File: src/rtl/fifo_read_pkg.sv
// Shared types and sizing for the FIFO read-side drainer.
package fifo_read_pkg;

    typedef enum logic [1:0] {
        IDLE   = 2'd0,
        ACTIVE = 2'd1,
        DRAIN  = 2'd2,
        ERROR  = 2'd3
    } drain_state_e;

    localparam int BUF_DEPTH = 2;

endpackage

File: src/rtl/fifo_skid_buf.sv
// Two-entry valid/ready buffer; entry 0 is the head and drives the output.
module fifo_skid_buf
    import fifo_read_pkg::*;
#(
    parameter int FIFO_WIDTH = 16
) (
    input  logic                  clk,
    input  logic                  rst_n,
    input  logic                  push,
    input  logic [FIFO_WIDTH-1:0] din,
    input  logic                  pop,
    output logic                  valid,
    output logic [FIFO_WIDTH-1:0] dout,
    output logic [1:0]            count
);

    logic [FIFO_WIDTH-1:0] mem0;
    logic [FIFO_WIDTH-1:0] mem1;
    logic [1:0]            cnt;

    always_ff @(posedge clk or negedge rst_n) begin
        if (!rst_n) begin
            mem0 <= '0;
            mem1 <= '0;
            cnt  <= 2'd0;
        end else begin
            assert (!(push && !pop && (cnt == 2'(BUF_DEPTH))));
            case ({push, pop})
                2'b10: begin
                    if (cnt == 2'd0) mem0 <= din;
                    else             mem1 <= din;
                    if (cnt != 2'(BUF_DEPTH)) cnt <= cnt + 2'd1;
                end
                2'b01: begin
                    mem0 <= mem1;
                    cnt  <= cnt - 2'd1;
                end
                2'b11: begin
                    // Head leaves and the new word lands behind whatever remains.
                    if (cnt == 2'd1) begin
                        mem0 <= din;
                    end else begin
                        mem0 <= mem1;
                        mem1 <= din;
                    end
                end
                default: ;
            endcase
        end
    end

    assign valid = (cnt != 2'd0);
    assign dout  = mem0;
    assign count = cnt;

endmodule

File: src/rtl/fifo_read_drainer.sv
// Read-side master: pulls words from the FIFO and streams them downstream.
//   state  | meaning
//   IDLE   | not fetching, buffer empty
//   ACTIVE | fetching whenever the FIFO has data and local space exists
//   DRAIN  | fetching stopped, buffer and in-flight word still delivered
//   ERROR  | underflow seen, no fetching until enable drops and buffer is empty
module fifo_read_drainer
    import fifo_read_pkg::*;
#(
    parameter int FIFO_WIDTH = 16,
    parameter int CNT_W      = 16
) (
    input  logic                  clk,
    input  logic                  rst_n,
    input  logic                  enable,
    input  logic                  fifo_empty,
    input  logic                  fifo_underflow,
    input  logic [FIFO_WIDTH-1:0] fifo_data_out,
    output logic                  fifo_rd_en,
    output logic                  m_valid,
    output logic [FIFO_WIDTH-1:0] m_data,
    input  logic                  m_ready,
    output logic                  busy,
    output logic                  err_underflow,
    output logic [CNT_W-1:0]      rd_count
);

    drain_state_e state;
    drain_state_e state_nxt;
    logic         inflight;
    logic         pop;
    logic [1:0]   buf_cnt;
    logic [1:0]   cnt_after_pop;
    logic [2:0]   occ_next;

    fifo_skid_buf #(
        .FIFO_WIDTH(FIFO_WIDTH)
    ) u_buf (
        .clk   (clk),
        .rst_n (rst_n),
        .push  (inflight),
        .din   (fifo_data_out),
        .pop   (pop),
        .valid (m_valid),
        .dout  (m_data),
        .count (buf_cnt)
    );

    assign pop           = m_valid && m_ready;
    assign cnt_after_pop = buf_cnt - {1'b0, pop};
    // Occupancy once this cycle's pop leaves and the in-flight word lands.
    assign occ_next      = {1'b0, cnt_after_pop} + {2'b00, inflight};
    assign fifo_rd_en    = (state == ACTIVE) && enable && !fifo_empty
                           && (occ_next < 3'(BUF_DEPTH));
    assign busy          = (buf_cnt != 2'd0) || inflight;

    always_ff @(posedge clk or negedge rst_n) begin
        if (!rst_n) begin
            state         <= IDLE;
            inflight      <= 1'b0;
            err_underflow <= 1'b0;
            rd_count      <= '0;
        end else begin
            state    <= state_nxt;
            inflight <= fifo_rd_en;
            if (fifo_underflow) err_underflow <= 1'b1;
            if (pop)            rd_count      <= rd_count + CNT_W'(1);
        end
    end

    always_comb begin
        state_nxt = state;
        if (fifo_underflow) begin
            state_nxt = ERROR;
        end else begin
            case (state)
                IDLE:    if (enable) state_nxt = ACTIVE;
                ACTIVE:  if (!enable) state_nxt = DRAIN;
                DRAIN: begin
                    if (enable)     state_nxt = ACTIVE;
                    else if (!busy) state_nxt = IDLE;
                end
                ERROR:   if (!enable && !busy) state_nxt = IDLE;
                default: state_nxt = IDLE;
            endcase
        end
    end

endmodule

File: config.mk
export PLATFORM = sky130hd
export DESIGN_NAME = fifo_read_drainer
export DESIGN_NICKNAME = d
export VERILOG_FILES = /design/src/rtl/fifo_read_pkg.sv /design/src/rtl/fifo_skid_buf.sv /design/src/rtl/fifo_read_drainer.sv
export SDC_FILE = /design/constraint.sdc
export NUM_CORES = 1
export LEC_CHECK = 0
export ABC_AREA = 0
export ABC_CLOCK_PERIOD_IN_PS = 2100
export CAP_MARGIN = 20
export CORE_MARGIN = 2
export CORE_UTILIZATION = 45
export DETAILED_ROUTE_END_ITERATION = 7
export GPL_TIMING_DRIVEN = 0
export PLACE_DENSITY = 0.76
export SETUP_SLACK_MARGIN = 0.3
export SYNTH_ARGS = -nofsm -noshare
export SYNTH_HDL_FRONTEND = slang
export SYNTH_HIERARCHICAL = 1
export SYNTH_SLANG_ARGS = --single-unit
File: constraint.sdc
create_clock -name clk -period 2.1 [get_ports clk]
set_clock_uncertainty 0.05 [all_clocks]
set_input_delay 0.525 -clock clk [delete_from_list [all_inputs] [get_ports clk]]
set_output_delay 0.525 -clock clk [all_outputs]
set_load 0.01 [all_outputs]
=== Yosys cells after proc, flatten, opt, wreduce, memory -nomap -nowiden ===
Index checks and enable logic that the tools add are counted.
W data, S select, Z words.

* Input bits: 22
* Register bits: 54
* Logic and storage cells: 63
* Output and inout port bits: 36

* Magnitude comparators: 1
* Muxes and demuxes: 15
* Reduce and logical (&&, ||, !) cells: 19
* Eq/ne operators: 16
* $add $sub $neg: 5

{| class="wikitable"
|+ Operators by type and width
! kind !! number
|-
| $mux W16 || 4
|-
| $pmux W16 S3 || 1
|-
| $pmux W16 S2 || 1
|-
| $add A16 B1 Y16 const B || 1
|-
| $mux W2 || 7
|-
| $ne A3 B3 Y1 const B || 3
|-
| $eq A2 B2 Y1 const B || 4
|-
| $pmux W2 S4 || 1
|-
| $eq A2 B1 Y1 const B || 3
|-
| $ne A2 B2 Y1 const B || 3
|-
| $reduce_bool A2 Y1 || 3
|-
| $logic_and A1 B1 Y1 || 5
|-
| $logic_not A2 Y1 || 2
|-
| $ne A2 B1 Y1 const B || 2
|-
| $ne A4 B4 Y1 const B || 1
|-
| $pmux W2 S2 || 1
|-
| $reduce_and A2 Y1 || 2
|-
| $reduce_and A4 Y1 || 1
|-
| $add A2 B1 Y3 || 1
|-
| $logic_not A1 Y1 || 3
|-
| $lt A3 B2 Y1 const B || 1
|-
| $reduce_and A3 Y1 || 1
|-
| $reduce_bool A3 Y1 || 1
|-
| $add A2 B1 Y2 const B || 1
|-
| 3 further kinds || 3
|}

=== Longest topological paths before layout ===
Gate-level depths: netlist of the first run.

* Depth after elaboration: 7
* Depth in mapped cells: 10
* Gate-level depth less buffers: 8

=== Hierarchy ===
Netlist of the first run, hierarchy kept.

{| class="wikitable"
|+ Modules (own cells, without submodules)
! module !! seq. area each (um2) !! cells each !! area each (um2) !! instances
|-
| fifo_skid_buf || 850.8 || 135 || 1601.5 || 1
|-
| fifo_read_drainer || 500.5 || 74 || 879.6 || 1
|}

=== Worst setup path before layout of the first run ===
OpenSTA, ideal clock, no wires.

* Path type: flip-flop to output port
* Start: register u_buf.cnt[1], in the netlist u_buf/count[1]
* End: output port fifo_rd_en
* Stages on the path, launching flop included: 9
* Arrival time: 1.494 ns
* Slack: 0.031 ns
* Path buffers: 0
* Cells stage by stage: dfrtp_1 -> inv_1 -> ha_1 -> inv_2 -> nand2_1 -> inv_1 -> ha_1 -> xor2_1 -> nor2_1

* Cells in the longest elaborated chain, start to end: 6

{| class="wikitable"
|+ RTL lines
! what !! RTL line !! RTL
|-
| start: declaration || fifo_skid_buf.sv:19 || <nowiki>logic [1:0] cnt;</nowiki>
|-
| start signal: assignment || fifo_skid_buf.sv:32 || <nowiki>if (cnt != 2'(BUF_DEPTH)) cnt <= cnt + 2'd1;</nowiki>
|-
| start signal: assignment || fifo_skid_buf.sv:36 || <nowiki>cnt <= cnt - 2'd1;</nowiki>
|-
| $reduce_bool A2 Y1 || fifo_skid_buf.sv:52 || <nowiki>assign valid = (cnt != 2'd0);</nowiki>
|-
| named net m_valid || fifo_read_drainer.sv:20 || <nowiki>output logic m_valid,</nowiki>
|-
| $logic_and A1 B1 Y1 || fifo_read_drainer.sv:49 || <nowiki>assign pop = m_valid && m_ready;</nowiki>
|-
| named net pop || fifo_read_drainer.sv:31 || <nowiki>logic pop;</nowiki>
|-
| $sub A2 B1 Y2 || fifo_read_drainer.sv:50 || <nowiki>assign cnt_after_pop = buf_cnt - {1'b0, pop};</nowiki>
|-
| $add A2 B1 Y3 || fifo_read_drainer.sv:52 || <nowiki>assign occ_next = {1'b0, cnt_after_pop} + {2'b00, inflight};</nowiki>
|-
| $lt A3 B2 Y1 || fifo_read_drainer.sv:54 || <nowiki>&& (occ_next < 3'(BUF_DEPTH));</nowiki>
|-
| $logic_and A1 B1 Y1 || fifo_read_drainer.sv:54 ||
|-
| end: declaration || fifo_read_drainer.sv:19 || <nowiki>output logic fifo_rd_en,</nowiki>
|}

The timed path passes the listed nets, and every way through them passes these cells.

=== Final worst setup path of the first run ===
* Start: register u_buf.cnt[0], in the netlist u_buf/count[0]
* End: output port fifo_rd_en

* Cells in the longest elaborated chain, start to end: 6

{| class="wikitable"
|+ RTL lines
! what !! RTL line
|-
| $reduce_bool A2 Y1 || fifo_skid_buf.sv:52
|-
| $logic_and A1 B1 Y1 || fifo_read_drainer.sv:49
|-
| named net pop || fifo_read_drainer.sv:31
|-
| $sub A2 B1 Y2 || fifo_read_drainer.sv:50
|-
| $add A2 B1 Y3 || fifo_read_drainer.sv:52
|-
| $lt A3 B2 Y1 || fifo_read_drainer.sv:54
|-
| $logic_and A1 B1 Y1 || fifo_read_drainer.sv:54
|}

The timed path passes the listed nets, and every way through them passes these cells.

==> results.md, run 1 <==
- CTS buffer count: 5
- Reg-to-Reg End: u_buf/mem1[15]$_DFFE_PN0P_
- Worst Setup SP: u_buf/count[0]$_DFFE_PN0P_
- Routability cong.: around 0.80
- CTS root buffer: clkbuf_8
- Number of max-cap violations: 0
- Final setup fails: 1
- Tightest Pin Transition: 710 ps
- Rows: 27
- Critical path endpoint: fifo_rd_en
- Crit Path Max Fanout: 2
- Post-synthesis simple-gate area fraction: 11.9%
- Status: finished, violations left
- Largest net degree at the start of global routing: 31
- Most used DFF post-synth: dfrtp_1
- Reg2Reg Setup Slack: 10 ps
- Peak supply drop: 0.657 mV
- Cell Area, Placed: 0.00320 sq mm
- CP bufs+invs: 4
- Clock transition at the registers of the reported paths: 90 ps
- Crit path time final: 2230 ps
- Routed WL per cell: 16.7 um
- Main combinational cell family by area after synthesis: multiplexers
- Syn avg cell area: 11.9 sq um
- Largest stage delay on the critical path: around 430 ps
- WP depth: 9
- Critical path's most frequent cell: ha_4
- Unrepaired setup endpoints after global routing: true
- Most frequent cell after synthesis: dfrtp_1
- Reg2reg path depth: 12
- CP Launch Type: flop
- Die area: 0.00612 sq mm
- Yosys warns: 6
- Overall global routing resource usage: 19.1%
- Fillers: 370
- # diodes: 0
- Fmax: 448 MHz
- Critical Path RT: 1520 ps
- CTS max path bufs: 2
- Chip height: 78.3 um
- Synthesized instance count: between 200 and 250
- Syn Nets: 237
- 1st-pass router iterations: 4
- Layout net count: 341
- Via Count: 2,003
- Starting Density: a little under half
- Distinct cells, synth: 36
- Placement Setup Slack: -634 ps
- Post-synthesis sequential area ratio: 54.5%
- Number of DRC markers in iteration 0: between 80 and 90
- Core area: between 0.005 and 0.006 sq mm
- Static leakage: about 0.002 uW
- Synth area leaders: dfrtp_1, mux2_4, mux2_2, xnor2_1, nand2_1
- CTS tree: yes
- H-tree depth: 2
- Worst min path class: input port to asynchronous set/reset pin
- CP Capture Type: primary output
- Die Wd: 78.3 um
- Residual DRC: 0
- I/O pin count: 58
- XOR/XNOR Fraction of Synth Area: between 6 and 7%
- Seq cells post-synth: between 50 and 60
- Post-synth EDFFs: 0
- Clock sink count: 54
- PortBufs: 57
- Crit path kind: flop to primary output
- Top Family by Delay on Critical Path: flip-flops
- CTS Hold Bufs: 0
- Final Hold Fails: 0
- HPWL Detailed: 3380 um
- Design area: 0.00401 sq mm
- Slew Limit Fails: 0
- Synth Area in Adders: roughly 3.0%
- First-pass GRT wire length: 9150 um
- Post-synthesis mux area share: 13.4%
- Tcrit/Tclk final: 106%
- Compound-gate portion of the synthesized area: about 7.5%
- Violated checks: setup timing
- Vias per cell: around 5.2
- Asr flop ratio synth: 100%
- Synth top area share: 54.5%
- Final WS setup: -132 ps
- Critical path arrival: 1660 ps
- Synth Cell Area: 0.00248 sq mm
- Worst-Skew Late Latency: 300 ps
- Final wirelength: 6440 um
- Max-slew headroom: 52.7%
- Slowest CP cell: dfrtp_2
- RR Startpoint: u_buf/count[0]$_DFFE_PN0P_
- Layout cell share with drive strength beyond 1: 41.2%
- Hold WS: 214 ps
- Area Overhead vs Synth: 61.8%
- Synth top cells by count: dfrtp_1, nand2_1, nor2_1, xnor2_1, mux2_4
- Post-route antenna net violation count: 0
- Cell Chain, Critical Path: inv_2 -> ha_4 -> inv_6 -> nand2_4 -> inv_4 -> ha_4 -> o21ai_2 -> nor2_2 -> buf_2
- Initial antenna violation count: 0
- Largest area contributor in the netlist: dfrtp_1
- PD cells: 1290 mW/mm^2
- Vias in the first global route: 1,849
- Gr ovfl total: 0
routing by layer:
| metal | vias up | wire [um] | GRT usage, % | part of all wire [%] |
|---|---|---|---|---|
| met2 | 46 | 3420 | 33.4 | 53 |
| met1 | 1018 | 2700 | 25.3 | 42 |
| met4 | 0 | 93 | 3.86 | 1.4 |
| met5 | - | 0 | 0 | 0 |
| li1 | 928 | - | - | - |
| met3 | 11 | 216 | 2.99 | 3.4 |
worst min path at each step:
stage	startpoint	endpoint	slack, ps	depth (start not counted)
floorplan	rst_n	err_underflow$_DFFE_PN0P_	180	0
CTS	rst_n	inflight$_DFF_PN0_	230	1
finish	rst_n	u_buf/dout[3]$_DFFE_PN0P_	210	1
global route	rst_n	u_buf/dout[3]$_DFFE_PN0P_	250	1
global placement	rd_count[15]$_DFFE_PN0P_	rd_count[15]$_DFFE_PN0P_	410	1
detailed placement	err_underflow$_DFFE_PN0P_	err_underflow$_DFFE_PN0P_	410	1
power breakdown:
| part | switching (uW) | internal, uW |
|---|---|---|
| sequential | 329 | 1440 |
| combinational | 1180 | 1520 |
| clock | 329 | 382 |
| total | 1840 | 3350 |
per-stage QoR:
step	setup TNS, ps	power (uW)	util, %	std cells
after global routing	-693	5460	74.3	385
after global placement	-69810	3480	59.0	338
after CTS	-110	4710	69.4	375
after detailed placement	-5520	3530	59.3	339
final	-132	5190	74.3	385
after floorplan	0	2770	-	209
sequential cells by signal, indices dropped and copies added (netlist names):
signal / cells
err_underflow: 1
inflight: 1
state: 2
rd_count: 16
u_buf/mem1: 16
u_buf/count: 2
u_buf/dout: 16
timing repair:
action | CTS | global route
buffers inserted | 25 | 9
cloned | 4 | 1
setup endpoints to repair | 53 | 62
resized for setup | 87 | 50
pin swaps | 17 | 19
layout make-up:
cell class / count / area (sq um) / share of cell area, %
Inverter: 7 / 33.8 / 0.842
Timing Repair Buffer: 96 / 971 / 24.2
Multi-Input combinational cell: 141 / 1350 / 33.5
Tap cell: 72 / 90.1 / 2.24
Sequential cell: 54 / 1350 / 33.7
Clock buffer: 6 / 82.6 / 2.06
Clock inverter: 1 / 30.0 / 0.748
Buffer: 8 / 108 / 2.68
worst register-to-register path, cell delays in order (launching register included):
cell and delay [ps]:
dfrtp_2 430, inv_2 90, ha_4 160, inv_6 40
nand2_4 60, inv_4 40, buf_4 120, buf_4 120
buf_6 120, o211ai_4 170, buf_6 150, buf_12 120
mux2_4 290
cell usage in the layout, fill, tap and decap left out, types with 2 or more instances in the layout:
master | Yosys | final
a21boi_2 | 1 | 2
a21oi_2 | 0 | 7
a31oi_1 | 9 | 8
and4_1 | 2 | 2
buf_12 | 1 | 4
buf_16 | 0 | 2
buf_2 | 4 | 2
buf_4 | 2 | 27
buf_6 | 1 | 14
buf_8 | 0 | 2
clkbuf_8 | 0 | 6
clkdlybuf4s50_1 | 0 | 21
dfrtp_1 | 54 | 53
dlygate4sd2_1 | 0 | 18
dlymetal6s2s_1 | 0 | 14
ha_1 | 6 | 4
ha_4 | 0 | 2
inv_1 | 6 | 3
inv_2 | 1 | 2
mux2_2 | 9 | 2
mux2_4 | 10 | 17
mux2i_1 | 8 | 6
mux2i_2 | 0 | 2
nand2_1 | 23 | 21
nand2_2 | 1 | 2
nand3_1 | 4 | 4
nand4_1 | 5 | 5
nor2_1 | 23 | 3
nor2_4 | 0 | 19
xnor2_1 | 11 | 11
xor2_1 | 6 | 5
cell families (layout without fill, tap and decap cells):
kind of cell,Yosys count,count (layout)
and+or+nand+nor,64,64
DFF,54,54
muxes,27,27
AOI/OAI and AO/OA,26,27
xor gates and xnor gates,17,17
buffers and inverters,15,118
adders and majority gates,6,6
(Power assumes the default switching activity.)
==> inputs of run 2 (changes only) <==
--- a/config.mk
+++ b/config.mk
@@ -6,13 +6,13 @@
 export NUM_CORES = 1
 export LEC_CHECK = 0
 export ABC_AREA = 0
-export ABC_CLOCK_PERIOD_IN_PS = 2100
-export CAP_MARGIN = 20
+export ABC_CLOCK_PERIOD_IN_PS = 2200
+export CAP_MARGIN = 10
 export CORE_MARGIN = 2
 export CORE_UTILIZATION = 45
 export DETAILED_ROUTE_END_ITERATION = 7
 export GPL_TIMING_DRIVEN = 0
-export PLACE_DENSITY = 0.76
+export PLACE_DENSITY = 0.73
 export SETUP_SLACK_MARGIN = 0.3
 export SYNTH_ARGS = -nofsm -noshare
 export SYNTH_HDL_FRONTEND = slang
==> constraint.sdc (replaced) <==
create_clock -name clk -period 2.2 [get_ports clk]
set_clock_uncertainty 0.05 [all_clocks]
set_input_delay 0.55 -clock clk [delete_from_list [all_inputs] [get_ports clk]]
set_output_delay 0.55 -clock clk [all_outputs]
set_load 0.01 [all_outputs]
==> results.md, run 2 (synthesis gave the netlist of run 1 again) <==
- Status: finished, violations left
- Violated checks: setup timing
- Final WS setup: -60.6 ps
- Peak supply drop: 0.497 mV
- Routability cong.: 0.746
- Slowest CP cell: dfrtp_2
- CTS tree: yes
- Slew Limit Fails: 0
- First-pass GRT wire length: a little over 8000 um
- CP Launch Type: flop
- Met2 wire len: 2680 um
- Layout cell share with drive strength beyond 1: 28.4%
- Largest net degree at the start of global routing: 38
- Post-route antenna net violation count: 0
- Final Hold Fails: 0
- Crit path time final: between 2000 and 2500 ps
- Vias in the first global route: 1,802
- Rows: 27
- Unrepaired setup endpoints after global routing: true
- Max-slew headroom: a little over two thirds
- Starting Density: 45.9%
- PortBufs: 57
- CP Capture Type: primary output
- Routed WL per cell: approximately 14 um
- Placement Setup Slack: -639 ps
- Most frequent cells in the layout: dfrtp_1, clkdlybuf4s50_1, buf_4, nor2_1, nand2_1
- Vias per cell: 4.92
- I/O pin count: 58
- Final setup fails: 1
- Final wirelength: slightly above 5000 um
- Placed Cells: 339
- Die Wd: 78.3 um
- Static leakage: roughly 0.0017 uW
- Number of DRC markers in iteration 0: 51
- Crit path kind: flop to primary output
- Top sig layer: met4
- Clock sink count: 54
- Clock transition at the registers of the reported paths: around 90 ps
- Layout net count: 327
- Initial antenna violation count: 0
- Via Count: 1,825
- Gr ovfl total: 0
- Worst-Skew Late Latency: 300 ps
- Tightest Pin Transition: 450 ps
- Final Power: around 4100 uW
- Worst min path class: input port to asynchronous set/reset pin
- Final core occ: 65.1%
- Core area: 0.00541 sq mm
- CTS Hold Bufs: 0
- Area Overhead vs Synth: 41.9%
- Cell Chain, Critical Path: inv_4 -> ha_4 -> inv_6 -> nand2_4 -> inv_4 -> ha_4 -> xor2_2 -> nor2_2 -> buf_2
- Number of max-cap violations: 0
- 1st-pass router iterations: 4
- Fmax: 442 MHz
- Chip height: 78.3 um
- Critical Path RT: 1600 ps
- HPWL Detailed: 3550 um
- Die area: 0.00612 sq mm
- H-tree depth: 2
- Largest stage delay on the critical path: 440 ps
- CTS root buffer: clkbuf_8
- Met3 WL: 209 um
- Reg2Reg Setup Slack: 330 ps
- # diodes: 0
- CTS max path bufs: 2
- Critical path arrival: around 1700 ps
- Final cell count without fillers: 371
- Tcrit/Tclk final: 103%
- Overall global routing resource usage: 17.3%
- Commonest non-fill, non-tap cell in the layout: dfrtp_1
- Met1 Routed Length: 2200 um
- CTS buffer count: 5
- PD cells: 1180 mW/mm^2
- Crit Path Max Fanout: 4
- Residual DRC: 0
==> run 2: metal layers <==
layer  vias to the layer above  global-route usage, %
met3                         7                   3.68
li1                        889                      -
met2                        34                   29.7
met1                       895                   21.1
met4                         0                   7.37
met5                         -                      0
==> run 2: cell type report <==
cell class                      count  area [sq um]
Buffer                              8          66.3
Clock inverter                      1          7.51
Multi-Input combinational cell    140          1100
Inverter                            7          36.3
Fill cell                         412          1890
Clock buffer                        6          72.6
Sequential cell                    54          1360
Tap cell                           72          90.1
Timing Repair Buffer               83           790
==> run 2: path summary, 6_finish.rpt <==
path                                        endpoint                       start  cells after the start
setup / recovery                          fifo_rd_en  u_buf/count[1]$_DFFE_PN0P_                      9
hold / removal             u_buf/mem1[4]$_DFFE_PN0P_                       rst_n                      1
setup reg to reg                state[1]$_DFFE_PN0P_  u_buf/count[1]$_DFFE_PN0P_                      6
hold reg to reg            err_underflow$_DFFE_PN0P_   err_underflow$_DFFE_PN0P_                      1
max in group asynchronous  u_buf/mem1[8]$_DFFE_PN0P_                       rst_n                      2
min in group clk           err_underflow$_DFFE_PN0P_   err_underflow$_DFFE_PN0P_                      1
==> run 2: per-stage QoR <==
| stage | cell area (sq um) | TNS, ps | hold slack [ps] |
|---|---|---|---|
| after floorplan | 2520 | 0 | 204 |
| after global placement | 3180 | -65010 | 402 |
| after detailed placement | 3200 | -3510 | 402 |
| after CTS | 3390 | -72.7 | 131 |
| after global routing | 3520 | -147 | 145 |
| final | 3520 | -60.6 | 129 |
==> run 2: critical path: cells and delay by family, from the launching register on <==
family	cells	cell delay (ps)
XOR/XNOR	1	140
adder cells (fa/ha/maj)	2	300
buffers and inverters	4	300
flip-flops	1	440
AND/OR/NAND/NOR	2	180
==> run 2: timing repair <==
item / 4_1_cts / 5_1_grt
buffers inserted: 11 / 14
pin swaps: 4 / 2
gates resized for setup: 23 / 6
endpoints found under the setup margin: 40 / 13
==> run 2: power by group <==
| part | internal [uW] | leakage [uW] | switching (uW) |
|---|---|---|---|
| sequential | 1380 | 0.000666 | 245 |
| clock | 219 | 0.0000373 | 308 |
| combinational | 1150 | 0.000950 | 831 |
| total | 2750 | 0.00165 | 1380 |
